--- config.mk ---
export PLATFORM = sky130hd
export DESIGN_NAME = pmod_serial_tx
export DESIGN_NICKNAME = d
export VERILOG_FILES = /design/src/rtl/pmod_serial_pkg.sv /design/src/rtl/pmod_serial_tx_baud_tick_gen.sv /design/src/rtl/pmod_serial_tx.sv
export SDC_FILE = /design/constraint.sdc
export NUM_CORES = 1
export LEC_CHECK = 0
export CAP_MARGIN = 10
export CORE_ASPECT_RATIO = 0.7
export CORE_MARGIN = 10
export CORE_UTILIZATION = 55
export DETAILED_ROUTE_END_ITERATION = 10
export GPL_ROUTABILITY_DRIVEN = 1
export GPL_TIMING_DRIVEN = 0
export PLACE_DENSITY_LB_ADDON = 0.25
export SLEW_MARGIN = 15
export SYNTH_ARGS = -nofsm -noshare
export SYNTH_HDL_FRONTEND = slang
export SYNTH_SLANG_ARGS = --single-unit
--- constraint.sdc ---
create_clock -name CLK -period 3.55 [get_ports CLK]
set_input_delay 0.71 -clock CLK [delete_from_list [all_inputs] [get_ports CLK]]
set_output_delay 0.71 -clock CLK [all_outputs]
set_load 0.05 [all_outputs]
--- src/rtl/pmod_serial_pkg.sv ---
// Shared types and constants for the Pmod JA serial transmitter.
// Defining PMOD_SERIAL_TX_PARITY_EN adds the PARITY state to tx_state_t.
package pmod_serial_pkg;

   localparam int DATA_BITS = 8;

   localparam logic LINE_IDLE  = 1'b1;
   localparam logic LINE_START = 1'b0;
   localparam logic LINE_STOP  = 1'b1;

   typedef enum logic [2:0] {
      IDLE   = 3'd0,
      START  = 3'd1,
      DATA   = 3'd2,
`ifdef PMOD_SERIAL_TX_PARITY_EN
      PARITY = 3'd3,
`endif
      STOP   = 3'd4
   } tx_state_t;

   // Integer truncation: the bit period is never stretched past the nominal rate.
   function automatic int calc_clks_per_bit(input int clk_freq, input int baud);
      return clk_freq / baud;
   endfunction

endpackage

--- src/rtl/pmod_serial_tx_baud_tick_gen.sv ---
// Reloadable down-counter that marks bit boundaries for the serial transmitter.
// Counts CLKS_PER_BIT-1 down to 0; tick is high while the count is 0.
module baud_tick_gen #(
   parameter int CLKS_PER_BIT = 16
) (
   input  logic CLK,
   input  logic RST_N,
   input  logic load,
   output logic tick
);

   localparam int CNT_W = (CLKS_PER_BIT > 1) ? $clog2(CLKS_PER_BIT) : 1;
   localparam logic [CNT_W-1:0] RELOAD = CNT_W'(CLKS_PER_BIT - 1);

   logic [CNT_W-1:0] count;

   // NOTE: non-blocking (<=) in clocked blocks so every flop samples pre-edge values.
   always_ff @(posedge CLK or negedge RST_N) begin
      if (!RST_N) begin
         count <= '0;
      end else if (load || (count == '0)) begin
         count <= RELOAD;
      end else begin
         count <= count - 1'b1;
      end
   end

   assign tick = (count == '0);

endmodule

--- src/rtl/pmod_serial_tx.sv ---
// Pmod JA asynchronous serial transmitter: one 8N1 frame of SW per BTN press.
// Define PMOD_SERIAL_TX_PARITY_EN for an even-parity bit (8E1, 11-bit frame).
module pmod_serial_tx
   import pmod_serial_pkg::*;
#(
   parameter int CLK_FREQ = 100_000_000,
   parameter int BAUD     = 9600
) (
   input  logic                 CLK,
   input  logic                 RST_N,
   input  logic [DATA_BITS-1:0] SW,
   input  logic                 BTN,
   output logic                 JA,
   output logic                 BUSY,
   output logic                 DONE
);

   localparam int CLKS_PER_BIT = calc_clks_per_bit(CLK_FREQ, BAUD);
   localparam int BIT_CNT_W    = $clog2(DATA_BITS);
   localparam logic [BIT_CNT_W-1:0] LAST_BIT = BIT_CNT_W'(DATA_BITS - 1);

   logic btn_meta;
   logic btn_sync;
   logic btn_prev;
   logic req;

   tx_state_t              state;
   tx_state_t              state_next;
   logic [DATA_BITS-1:0]   shift_reg;
   logic [DATA_BITS-1:0]   shift_next;
   logic [BIT_CNT_W-1:0]   bit_cnt;
   logic [BIT_CNT_W-1:0]   bit_cnt_next;
   logic                   ja_next;
   logic                   busy_next;
   logic                   done_next;
   logic                   load;
   logic                   tick;
`ifdef PMOD_SERIAL_TX_PARITY_EN
   logic                   parity_bit;
`endif

   // Two-flop synchronizer for the raw button, then a registered rising-edge detect.
   always_ff @(posedge CLK or negedge RST_N) begin
      if (!RST_N) begin
         btn_meta <= 1'b0;
         btn_sync <= 1'b0;
         btn_prev <= 1'b0;
         req      <= 1'b0;
      end else begin
         btn_meta <= BTN;
         btn_sync <= btn_meta;
         btn_prev <= btn_sync;
         req      <= btn_sync & ~btn_prev;
      end
   end

   baud_tick_gen #(
      .CLKS_PER_BIT(CLKS_PER_BIT)
   ) u_baud_tick_gen (
      .CLK  (CLK),
      .RST_N(RST_N),
      .load (load),
      .tick (tick)
   );

   always_ff @(posedge CLK or negedge RST_N) begin
      if (!RST_N) begin
         state     <= IDLE;
         shift_reg <= '0;
         bit_cnt   <= '0;
         JA        <= LINE_IDLE;
         BUSY      <= 1'b0;
         DONE      <= 1'b0;
      end else begin
         state     <= state_next;
         shift_reg <= shift_next;
         bit_cnt   <= bit_cnt_next;
         JA        <= ja_next;
         BUSY      <= busy_next;
         DONE      <= done_next;
      end
   end

`ifdef PMOD_SERIAL_TX_PARITY_EN
   always_ff @(posedge CLK or negedge RST_N) begin
      if (!RST_N) begin
         parity_bit <= 1'b0;
      end else if (load) begin
         parity_bit <= ^SW;
      end
   end
`endif

   // Outputs are computed from the next state and registered, so JA never glitches.
   always_comb begin
      // NOTE: every output gets a default first so no path can infer a latch.
      state_next   = state;
      shift_next   = shift_reg;
      bit_cnt_next = bit_cnt;
      ja_next      = JA;
      busy_next    = BUSY;
      done_next    = 1'b0;
      load         = 1'b0;

      case (state)
         IDLE: begin
            ja_next   = LINE_IDLE;
            busy_next = 1'b0;
            if (req) begin
               state_next   = START;
               shift_next   = SW;
               bit_cnt_next = '0;
               load         = 1'b1;
               ja_next      = LINE_START;
               busy_next    = 1'b1;
            end
         end
         START: begin
            if (tick) begin
               state_next = DATA;
               ja_next    = shift_reg[0];
            end
         end
         DATA: begin
            if (tick) begin
               if (bit_cnt == LAST_BIT) begin
`ifdef PMOD_SERIAL_TX_PARITY_EN
                  state_next = PARITY;
                  ja_next    = parity_bit;
`else
                  state_next = STOP;
                  ja_next    = LINE_STOP;
`endif
               end else begin
                  bit_cnt_next = bit_cnt + 1'b1;
                  shift_next   = shift_reg >> 1;
                  ja_next      = shift_reg[1];
               end
            end
         end
`ifdef PMOD_SERIAL_TX_PARITY_EN
         PARITY: begin
            if (tick) begin
               state_next = STOP;
               ja_next    = LINE_STOP;
            end
         end
`endif
         STOP: begin
            if (tick) begin
               state_next = IDLE;
               ja_next    = LINE_IDLE;
               busy_next  = 1'b0;
               done_next  = 1'b1;
            end
         end
         default: begin
            state_next = IDLE;
            ja_next    = LINE_IDLE;
            busy_next  = 1'b0;
         end
      endcase
   end

endmodule

# Word-level counts from Yosys, hierarchy flattened
# Index checks and enable logic that the tools add are counted.
# totals
ff_bits	35
in_bits	11
out_inout_bits	3
elab_cells	62
# op_classes
addsub	2
n_eq_ne	10
muxes	27
n_bitwise	3
reduce_logical	9
# op_table
operator	n
$mux 3	8
$mux 8	3
$pmux 8 s2	1
$logic_not 14->1	1
$mux 14	1
$sub 14x1->14 const B	1
$ne 2x2->1 const B	6
$pmux 3 s4	1
$mux 1	10
$eq 3x3->1 const B	2
$pmux 3 s2	1
$reduce_and 5->1	1
$pmux 1 s4	1
$reduce_and 4->1	1
$add 3x1->3 const B	1
$eq 3x1->1 const B	1
$eq 3x2->1 const B	1
$logic_not 3->1	1
$pmux 1 s3	1
$reduce_and 3->1	1
$not 1->1	2
$reduce_and 2->1	1
$reduce_bool 2->1	1
$reduce_or 2->1	1
2 further kinds	2

# Longest topological paths before layout
# Gate-level depths: netlist (run 1).
# depth
ltp_word	4
depth_mapped	8
mapped_depth_nobuf	7

# Modules after synthesis
# A second synthesis (run 1) with hierarchy kept.
# unflattened
hier_cells	163
area_unflattened_um2	1841.8
# by_module_without_submodules
module	instances	cells_per_inst	area_per_inst_um2	seq_area_each_um2
pmod_serial_tx	1	84	1071.0	526.8
baud_tick_gen	1	79	770.7	350.3

# Least setup slack after synthesis (run 1)
# No wires, ideal clock.
# synth_path
path_type	register to register
start	register u_baud_tick_gen.count[0]
end	register state[2]
setup_ps	78
arrival_ps	2483
required_time_ps	3472
path_slack_ps	988
stages_incl_launch_ff	9
n_path_buf	1
period_less_slack_ps	2562
cell_sequence	dfrtp_1 -> inv_1 -> ha_1 -> or3b_2 -> or2_4 -> or4_1 -> buf_2 -> or4_1 -> a21oi_1
# synth_via
elab_chain_cells	3
elab_cells_between_ends	5
classes_between	eq/ne (3); reduce/logical (2)
# synth_rtl
item	line_no	text
start, declared	pmod_serial_tx_baud_tick_gen.sv:15	logic [CNT_W-1:0] count;
start signal, assigned	pmod_serial_tx_baud_tick_gen.sv:24	count <= count - 1'b1;
$logic_not 14->1 *	pmod_serial_tx_baud_tick_gen.sv:28	assign tick = (count == '0);
$ne 2x2->1 (no source line)	--	
$reduce_and 5->1 (no source line) *	--	
end signal, assigned	pmod_serial_tx.sv:75	state <= state_next;
end, declared	pmod_serial_tx.sv:27	tx_state_t state;
# Every way passes the cells marked *; elsewhere a longest branch is shown, timed or not.
# A chain may end at the register's enable or synchronous reset.

# Worst setup path in the final report (run 1)
# layout_path
start	register u_baud_tick_gen.count[0]
end	register shift_reg[2]
# layout_via
elab_chain_cells	3
# layout_rtl
item	line_no	text
$logic_not 14->1	pmod_serial_tx_baud_tick_gen.sv:28	
$ne 2x2->1 (no source line)	--	
$reduce_and 4->1 (no source line)	--	
end signal, assigned	pmod_serial_tx.sv:76	shift_reg <= shift_next;
end, declared	pmod_serial_tx.sv:29	logic [DATA_BITS-1:0] shift_reg;
# No other way between the ends.

==> results of run 1 <==
-- area by class of cell --
class	count	area [µm²]
clock buffer	7	76.32
clock inverter	1	5.005
inverter	4	15.01
buffer	4	16.27
tap	36	45.04
timing repair buffer	13	125.1
sequential	35	877.1
fill	236	932.1
multi-input combinational	102	670.6
-- layer usage --
metal	share of wire (%)	vias to the layer above	track usage, %
li1	-	564	-
met1	46	571	15.58
met2	45	41	19.03
met3	6.4	11	4.494
met4	2.7	0	7.292
met5	0	-	0
-- worst max-delay path: stages (launching register included) --
cell	delay (ns)
dfrtp_1	0.40
inv_1	0.07
ha_1	0.18
or3b_2	0.52
nor4b_2	0.73
nand2_1	0.36
o22ai_1	0.26
a2bb2oi_1	0.10
-- power by group through the flow --
stage / clock, W / sequential (W) / combinational [W]
global route: 0.000301 / 0.000579 / 0.000245
finish: 0.000276 / 0.000566 / 0.000217
detailed placement: 0 / 0.000571 / 0.000221
floorplan: 0 / 0.000572 / 0.000142
CTS: 0.000284 / 0.000565 / 0.000220
global placement: 0 / 0.000563 / 0.000208
-- how the worst max path moves through the flow --
stage / to / slack [ns] / cells past startpoint
after floorplan: state[2]$_DFFE_PN0P_ / 0.99 / 8
after global placement: state[2]$_DFFE_PN0P_ / 0.89 / 8
after detailed placement: state[2]$_DFFE_PN0P_ / 0.80 / 8
after CTS: shift_reg[2]$_DFFE_PN0P_ / 0.79 / 7
after global routing: shift_reg[2]$_DFFE_PN0P_ / 0.58 / 7
final: shift_reg[2]$_DFFE_PN0P_ / 0.76 / 7
-- per-stage QoR --
stage | std cells | worst slack (ns) | hold slack [ns] | utilization, % | instance area (µm²)
2_1_floorplan | 145 | 0.9883 | 0.3312 | - | 1579
3_3_place_gp | 194 | 0.8896 | 0.3340 | 63.50 | 1754
3_5_place_dp | 194 | 0.8023 | 0.3347 | 63.32 | 1749
4_1_cts | 202 | 0.7938 | 0.3497 | 66.26 | 1831
5_1_grt | 202 | 0.5841 | 0.3662 | 66.26 | 1831
6_report | 202 | 0.7578 | 0.3487 | 66.26 | 1831
-- cells by family after synthesis --
| group | synth area share (%) |
|---|---|
| flops | 55.55 |
| fa+ha+maj | 2.377 |
| xor+xnor | 5.547 |
| mux | 1.347 |
| compound gates | 13.95 |
| simple gates | 19.26 |
| buf+inv | 1.980 |
-- cell usage in the layout (no fill, tap or decap), types with 2 or more instances in the layout --
| cell type | synthesis | routed |
|---|---|---|
| o21ai_0 | 2 | 2 |
| nand2b_1 | 4 | 4 |
| nor2_1 | 12 | 12 |
| dfrtp_1 | 34 | 34 |
| a21oi_1 | 6 | 6 |
| buf_2 | 1 | 2 |
| nand2_1 | 12 | 12 |
| xnor2_1 | 8 | 8 |
| clkdlybuf4s50_1 | 0 | 12 |
| nor4_1 | 2 | 2 |
| ha_1 | 3 | 3 |
| a22o_1 | 3 | 3 |
| inv_1 | 4 | 4 |
| nor3_1 | 6 | 6 |
| clkbuf_1 | 3 | 5 |
| a2bb2oi_1 | 7 | 7 |
| clkbuf_8 | 0 | 5 |
| or4_1 | 4 | 4 |
| xor2_1 | 2 | 2 |
| nand3_1 | 4 | 4 |
| or2_2 | 2 | 2 |
| o22ai_1 | 7 | 7 |
| or3_1 | 3 | 3 |
| o31ai_1 | 2 | 2 |
==> reports/metrics.yaml, run 1 <==
flow_run:
  cap_viol_max_count: 0
route:
  drcViolationCount: 0
  finalWirelength_um: 3181
  vias: 1187
  wire_per_inst_um: 15.75
  drt_iter0_drc: 106
  drt-pass1-iter-count: 4
  ant_nets: 0
  via_per_inst: 5.876
grt:
  grt_overflow: 0
  grt_usage_pct: 12.70
  grt_max_degree: 36
  grt_pass1_wl_um: 5644
  grt_pass1_vias: 1258
  antenna_found_initial: 0
power_and_ir_drop:
  worst_ir_drop_vdd_mv: 0.3480
  p_leak_nw: 0.7859
  switching_share_pct: 29.97
  finalPower_w: 0.001059
  combPwrFrac_pct: 20.5
  p_int_w: 0.0007414
  p_seq_share_pct: 53.5
  p_sw_w: 0.0003173
  power_frac_clock_pct: 26.0
  power.density_nw_per_um2: 578.4
placed_design:
  port_buffers: 13
  hpwlAfterDp_um: 2335
  gp_congestion: 0.8653
sta:
  clock.fmax_ghz: 0.3581
  slew_viol_final: 0
  period_share_pct: 78.65
  rsz0062_at_grt: "no"
  maxSlewHeadroom_pct: 28.21
  finalHoldViolCount: 0
  skew_ns: 0.006139
  period_needed_ns: 2.792
  fin_tns_setup_ns: 0
  final-setup-viol-count: 0
  tightestPinTransition_ns: 1.069
clock_network:
  cts_num_sinks: 35
  cts-resized-gates: 0
  clk-insertion-delay-late_ns: 0.29
  cts_hold_buf: 0
  cts_tree: "built"
  post_cts_buffers: 0
  cts.path.max_buffers: 2
  ctsRootBufferMaster: "clkbuf_8"
  numCtsBuffers: 5
  clkTransAtPathRegs_ns: 0.07
  htreeDepth: 2
status:
  status: "finished, final reports clean"
layout:
  drive_gt1_share_pct: 10.24
  diodes: 0
  syn2layout_area_growth_pct: 15.93
  layout.nets: 179
  largest_reg_flops: 14
synth:
  synth_edf_count: 0
  syn-num-nets: 159
  synth_top_cells_by_count: "dfrtp_1 (34), nand2_1 (12), nor2_1 (12)"
  async_reset_ff_share_pct: 100.0
  yosysTopAreaCell: "dfrtp_1"
  ys_ff_latch: 35
  synth_cell_types: 36
  synth_flop_cell: "dfrtp_1"
  syn-mean-instance-area_um2: 10.89
  yosysTopAreaCellShare_pct: 53.88
  synth.most_common_cell: "dfrtp_1"
  syn_inst: 145
  yosysWarnings: 0
  syn_area_um2: 1579
  netlist_top_cells_area: "dfrtp_1 (54%), xnor2_1 (4.4%), a2bb2oi_1 (3.9%), nand2_1 (2.9%), nor2_1 (2.9%)"
  ys_seq_area_share_pct: 55.55
setup_path:
  worst-path-max-fanout: 9
  worst_r2r_path_depth: 7
  worstSetupEndpointType: "flip-flop"
  crit_arrival_ns: 2.91
  reg2reg_setup_slack_ns: 0.76
  setup.worst_path.start: "u_baud_tick_gen.count[0]$_DFF_PN0_"
  worstSetupStartpointType: "flip-flop"
  required_ns: 3.67
  reg2reg_from: "u_baud_tick_gen.count[0]$_DFF_PN0_"
  worstSetupPathType: "flip-flop to flip-flop"
  reg2reg_to: "shift_reg[2]$_DFFE_PN0P_"
floorplan:
  coreArea_um2: 2763
  die-area_um2: 5448
  die_w_um: 84.04
  boundaryPins: 14
  initial_core_util_pct: 57.16
  rows: 16
  die_y_um: 64.83
worst_hold_path:
  hold_end: "btn_sync$_DFF_PN0_"
  whs_path_depth: 0
  worstHoldPathType: "flip-flop to flip-flop"
  worstHoldStart: "btn_meta$_DFF_PN0_"
Note: power is estimated with default switching activity, not from simulation.
==> run 2: changes to the inputs <==
Settings changed: CORE_UTILIZATION 55 to 50.
Clock period 3.55 ns to 2.41 ns, I/O delays scaled along.
==> reports/metrics.yaml, run 2 (synthesized netlist as in run 1, its figures left out) <==
power_and_ir_drop:
  worst_ir_drop_vdd_mv: 0.5225
  p_leak_nw: 0.8429
  switching_share_pct: 29.01
  power.density_nw_per_um2: 835.7
  power_frac_clock_pct: 25.8
  p_int_w: 0.001145
  combPwrFrac_pct: 23.1
  p_seq_share_pct: 51.1
  p_sw_w: 0.0004681
sta:
  skew_ns: 0.001914
  finalHoldViolCount: 0
  rsz0062_at_grt: "yes"
  tightestPinTransition_ns: 0.7481
  slew_viol_final: 0
  final-setup-viol-count: 4
  final.setup.worst_slack_ns: -0.05547
  clock.fmax_ghz: 0.4056
  period_needed_ns: 2.465
  holdWs_ns: 0.2614
  period_share_pct: 102.3
  maxSlewHeadroom_pct: 50.13
setup_path:
  crit_arrival_ns: 2.67
  worstSetupEndpointType: "flip-flop"
  crit_chain: "inv_1 -> ha_2 -> or3b_4 -> or2_4 -> or4_4 -> or4_4 -> a21oi_4"
  worstSetupPathType: "flip-flop to flip-flop"
  worst-path-max-fanout: 4
  reg2reg_from: "u_baud_tick_gen.count[0]$_DFF_PN0_"
  slowest_stage: "or4_4"
  required_ns: 2.62
  cpMostUsedCell: "or4_4"
  worstSetupStartpointType: "flip-flop"
  worst_r2r_path_depth: 7
  reg2reg_to: "state[2]$_DFFE_PN0P_"
  max_stage_delay_ns: 0.54
  reg2reg_setup_slack_ns: -0.06
placed_design:
  hpwlAfterDp_um: 2263
  port_buffers: 13
  gp_congestion: 0.8698
  place_inst: 194
floorplan:
  die_w_um: 87.17
  rows: 16
  initial_core_util_pct: 54.40
  boundaryPins: 14
  coreArea_um2: 2903
  die-area_um2: 5841
  die_y_um: 67.02
grt:
  grt_pass1_vias: 1244
  grt_overflow: 0
  antenna_found_initial: 0
  grt_pass1_wl_um: 5678
  grt_max_degree: 36
  grt_usage_pct: 12.16
layout:
  layout_common_cells: "dfrtp_1 (34), nor2_1 (12), clkdlybuf4s50_1 (12)"
  largest_reg_flops: 14
  mostFrequentLayoutCell: "dfrtp_1"
  syn2layout_area_growth_pct: 22.27
  nFillCells: 208
  diodes: 0
  stdcell_count: 207
  layout.nets: 185
  drive_gt1_share_pct: 18.13
route:
  drcViolationCount: 0
  wire_per_inst_um: 15.15
  finalWirelength_um: 3137
  wl_met2_um: 1394
  drt-pass1-iter-count: 4
  wl_met3_um: 157
  via_per_inst: 5.768
  highest_layer: "met4"
  vias: 1194
  drt-met1-wl_um: 1531
  ant_nets: 0
  drt_iter0_drc: 97
clock_network:
  cts_hold_buf: 0
  clkTransAtPathRegs_ns: 0.06
  ctsRootBufferMaster: "clkbuf_8"
  cts_tree: "built"
  htreeDepth: 2
  cts_num_sinks: 35
  cts.path.max_buffers: 2
  numCtsBuffers: 5
  clk-insertion-delay-late_ns: 0.28
worst_hold_path:
  worstHoldPathType: "input pin to asynchronous set/reset pin"
status:
  violations: "negative setup slack"
  status: "finished, violations left"
flow_run:
  cap_viol_max_count: 0
## run 2: metal layers
layer,global-route usage (%),vias up
met5,0,-
met4,4.762,0
met3,3.767,7
met2,18.89,30
met1,15.45,581
li1,-,576
## run 2: power by group through the flow
stage | registers (W) | logic [W] | clock network (W)
floorplan | 0.000844 | 0.000214 | 0
global placement | 0.000831 | 0.000311 | 0
detailed placement | 0.000842 | 0.000327 | 0
CTS | 0.000821 | 0.000376 | 0.000427
global route | 0.000843 | 0.000413 | 0.000456
finish | 0.000824 | 0.000373 | 0.000416
## run 2: layout make-up
type | count | area (µm²) | share of cell area [%]
well taps | 36 | 45.04 | 2.333
inverters | 4 | 15.01 | 0.7777
clock buffers | 6 | 82.58 | 4.277
flip-flops and latches | 35 | 877.1 | 45.43
repair buffers | 20 | 177.7 | 9.203
multi-input cells | 102 | 716.9 | 37.14
clock inverters | 1 | 5.005 | 0.2592
plain buffers | 3 | 11.26 | 0.5833
## run 2: worst max path at each step
stage	depth (start not counted)	from	to	slack, ns
floorplan	8	u_baud_tick_gen.count[0]$_DFF_PN0_	state[2]$_DFFE_PN0P_	-0.02
global placement	8	u_baud_tick_gen.count[0]$_DFF_PN0_	state[2]$_DFFE_PN0P_	-0.11
detailed placement	8	u_baud_tick_gen.count[0]$_DFF_PN0_	state[2]$_DFFE_PN0P_	-0.17
CTS	7	u_baud_tick_gen.count[0]$_DFF_PN0_	state[2]$_DFFE_PN0P_	-0.07
global route	7	u_baud_tick_gen.count[0]$_DFF_PN0_	shift_reg[4]$_DFFE_PN0P_	-0.14
finish	7	u_baud_tick_gen.count[0]$_DFF_PN0_	state[2]$_DFFE_PN0P_	-0.06
## run 2: what timing repair did
item | 4_1_cts | 5_1_grt
buffers inserted | 4 | 3
gates resized for setup | 4 | 4
setup endpoints to repair | 12 | 11
pin swaps | 1 | 3
## run 2: per-stage QoR
stage	power, W	instance area (µm²)	util (%)	worst slack (ns)	setup TNS, ns
floorplan	0.001058	1594	-	-0.01822	-0.01822
global placement	0.001142	1769	60.95	-0.1099	-0.6925
detailed placement	0.001169	1764	60.78	-0.1739	-1.396
CTS	0.001624	1892	65.17	-0.06646	-0.08763
global route	0.001713	1931	66.51	-0.1379	-0.9837
finish	0.001613	1931	66.51	-0.05547	-0.08212
## run 2: critical path, delay by kind of cell, from the launching register on
kind | cells | cell delay (ns)
and+or+nand+nor | 4 | 1.62
DFF | 1 | 0.40
adders and majority gates | 1 | 0.16
AOI/OAI and AO/OA | 1 | 0.13
buffers and inverters | 1 | 0.07
==> variant (config.mk and constraints of run 2) <==
Build with the macro `PMOD_SERIAL_TX_PARITY_EN` defined.
--- a/src/rtl/pmod_serial_pkg.sv
+++ b/src/rtl/pmod_serial_pkg.sv
@@ -1,5 +1,7 @@
 // Shared types and constants for the Pmod JA serial transmitter.
 // Defining PMOD_SERIAL_TX_PARITY_EN adds the PARITY state to tx_state_t.
+`define PMOD_SERIAL_TX_PARITY_EN
+
 package pmod_serial_pkg;
 
    localparam int DATA_BITS = 8;
Function: no difference found for any inputs over 10 cycles, from zero or initial values and one cycle with RST_N low; that may be too few to reach the edited logic, so the function may still have changed.
==> variant against run 2 <==
- worst hold slack better by 0.0094 ns
- area after synthesis rose by 16%
- wire length rose by 20%
- sequential cell count up 1
- non-clock buffer count is 3 lower
- combinational power decreased by 14%
- die area grew 11%
- power rose by 5.0%
- final area up 9.9%
- utilization down 6.1 points
- setup slack gained 0.30 ns
- largest power group unchanged
==> variant: results (changes against run 2) <==
set qor(rel_slew_slack_pct) 46.09 ;# -4.0 points
set qor(run_status) {completed}
set qor(largest_reg_flops) 14 ;# unchanged
set qor(ctsLongestPathBuffers) 2 ;# unchanged
set qor(drt-pass1-iter-count) 4 ;# unchanged
set qor(postSynthNetCount) 187 ;# +18%
set qor(final.hold.worst_slack_ns) 0.2708 ;# +0.009365 ns
set qor(number_of_buffers_inserted_during_clock_tree_synthesis) 5 ;# unchanged
set qor(timing.rr.end) {shift_reg[4]$_DFFE_PN0P_}
set qor(worst_r2r_path_depth) 6 ;# -1
set qor(iteration_0_drc_markers) 92 ;# -5.2%
set qor(route.met2.wl_um) 1773 ;# +27%
set qor(finClkSkew_ns) 0.005733 ;# +0.003818 ns
set qor(postCtsSetupBuffers) 0 ;# -4
set qor(crit_fanout) 8 ;# +4
set qor(layout-drive-gt1-share_pct) 13.92 ;# -4.2 points
set qor(synth.area.top_cells) {dfrtp_1, nor2_1, xnor2_1}
set qor(clkSlewWorstSetupHoldPaths_ns) 0.07
set qor(pin_count_of_the_biggest_net_entering_global_routing) 37 ;# +2.8%
set qor(power-per-cell-area_mw_per_mm2) 799.1 ;# -4.4%
set qor(grt_use_met3_pct) 3.899 ;# +0.13 points
set qor(htree_levels) 2 ;# unchanged
set qor(num_antenna_cells) 0 ;# unchanged
set qor(ir_drop_mv) 0.4470 ;# -14%
set qor(worst-endpoint-arrival_ns) 2.39 ;# -0.28 ns
set qor(numPortBuffers) 13 ;# unchanged
set qor(wl_met3_um) 172 ;# +9.6%
set qor(gp_congestion) 0.7961 ;# -8.5%
set qor(detail_route.wirelength_um) 3752 ;# +20%
set qor(first_global_vias) 1336 ;# +7.4%
set qor(ys_types) 46 ;# +28%
set qor(grt_util_met1_pct) 15.58 ;# +0.13 points
set qor(grt_pass1_wl_um) 6396 ;# +13%
set qor(multiplexer_fraction_of_the_synthesized_cell_area_pct) 2.399 ;# +1.1 points
set qor(synth_seq_area_share_pct) 49.42 ;# -6.1 points
set qor(r2r_slack_ns) 0.24 ;# +0.30 ns
set qor(vias_per_cell) 5.418 ;# -6.1%
set qor(grtUsageTotal_pct) 12.01 ;# -0.15 points
set qor(power_leakage_uw) 0.0008946 ;# +6.1%
set qor(async_flop_share_pct) 100.0 ;# unchanged
set qor(nFillCells) 307 ;# +48%
set qor(cts.repair.resized) 0 ;# -4
set qor(nets) 207 ;# +12%
set qor(compound_cell_area_share_of_the_yosys_netlist_pct) 12.95 ;# -0.99 points
set qor(gr-usage-met2_pct) 18.20 ;# -0.68 points
set qor(wirelength_met1_um) 1745 ;# +14%
set qor(top_cells_by_count_synth) {dfrtp_1, nor2_1, xnor2_1}
set qor(critPathSlowestCell) {nor3b_2}
set qor(dpl.hpwl_um) 2759 ;# +22%
set qor(yosys.area_share.xor_xnor_pct) 8.156 ;# +2.6 points
set qor(synth_fa_ha_area_share_pct) 2.056 ;# -0.32 points
set qor(max_stage_delay_ns) 0.52 ;# -0.02 ns
-- variant: changes by cell type in the layout (fill, tap and decap cells not counted), sizes merged, moves of 3 or more --
cell     delta
o22ai       -6
xnor2       +5
a21oi       +4
or2         -3
nor2       +19
o22a        +7
nor3        -4
a2bb2oi     -7
nand2b      -3
-- variant: power by group --
part           switching (µW)  internal [µW]  total, µW  leakage [µW]
clock network             208            307        515     0.0000552
registers                 138            722        860      0.000434
logic                     155            165        320      0.000406
-- variant: cells by family (layout without fill, tap and decap cells) --
kind of cell | Yosys count | after routing
XOR/XNOR | 17 | 17
multiplexers | 4 | 4
AO/OA/AOI/OAI | 33 | 33
buffers and inverters | 11 | 32
flip-flops | 36 | 36
adder cells (fa/ha/maj) | 3 | 3
AND/OR/NAND/NOR | 69 | 69
-- variant: area by class of cell --
class / instances / area (µm²) / area share [%]
clock buffers: 6 / 72.57 / 3.422
plain buffers: 7 / 43.79 / 2.065
multi-input cells: 126 / 864.6 / 40.77
flip-flops and latches: 36 / 902.1 / 42.54
repair buffers: 13 / 125.1 / 5.900
inverters: 4 / 15.01 / 0.7080
clock inverters: 2 / 35.03 / 1.652
well taps: 50 / 62.56 / 2.950
-- variant: critical path, delay by kind of cell, from the launching register on --
kind / cells / cell delay [ns]
adder cells (fa/ha/maj): 1 / 0.18
AND/OR/NAND/NOR: 2 / 0.81
flip-flops: 1 / 0.40
buffers and inverters: 1 / 0.07
AO/OA/AOI/OAI: 2 / 0.64
-- variant: stage by stage --
step	instances	utilization, %	total power [µW]	setup slack [ns]	instance area, µm²
detailed placement	236	57.30	1187	0.3196	2013
global placement	236	57.44	1162	0.1371	2018
CTS	244	60.36	1706	0.2777	2121
floorplan	173	-	1082	0.6083	1826
finish	244	60.36	1695	0.2440	2121
global route	244	60.36	1787	0.1410	2121
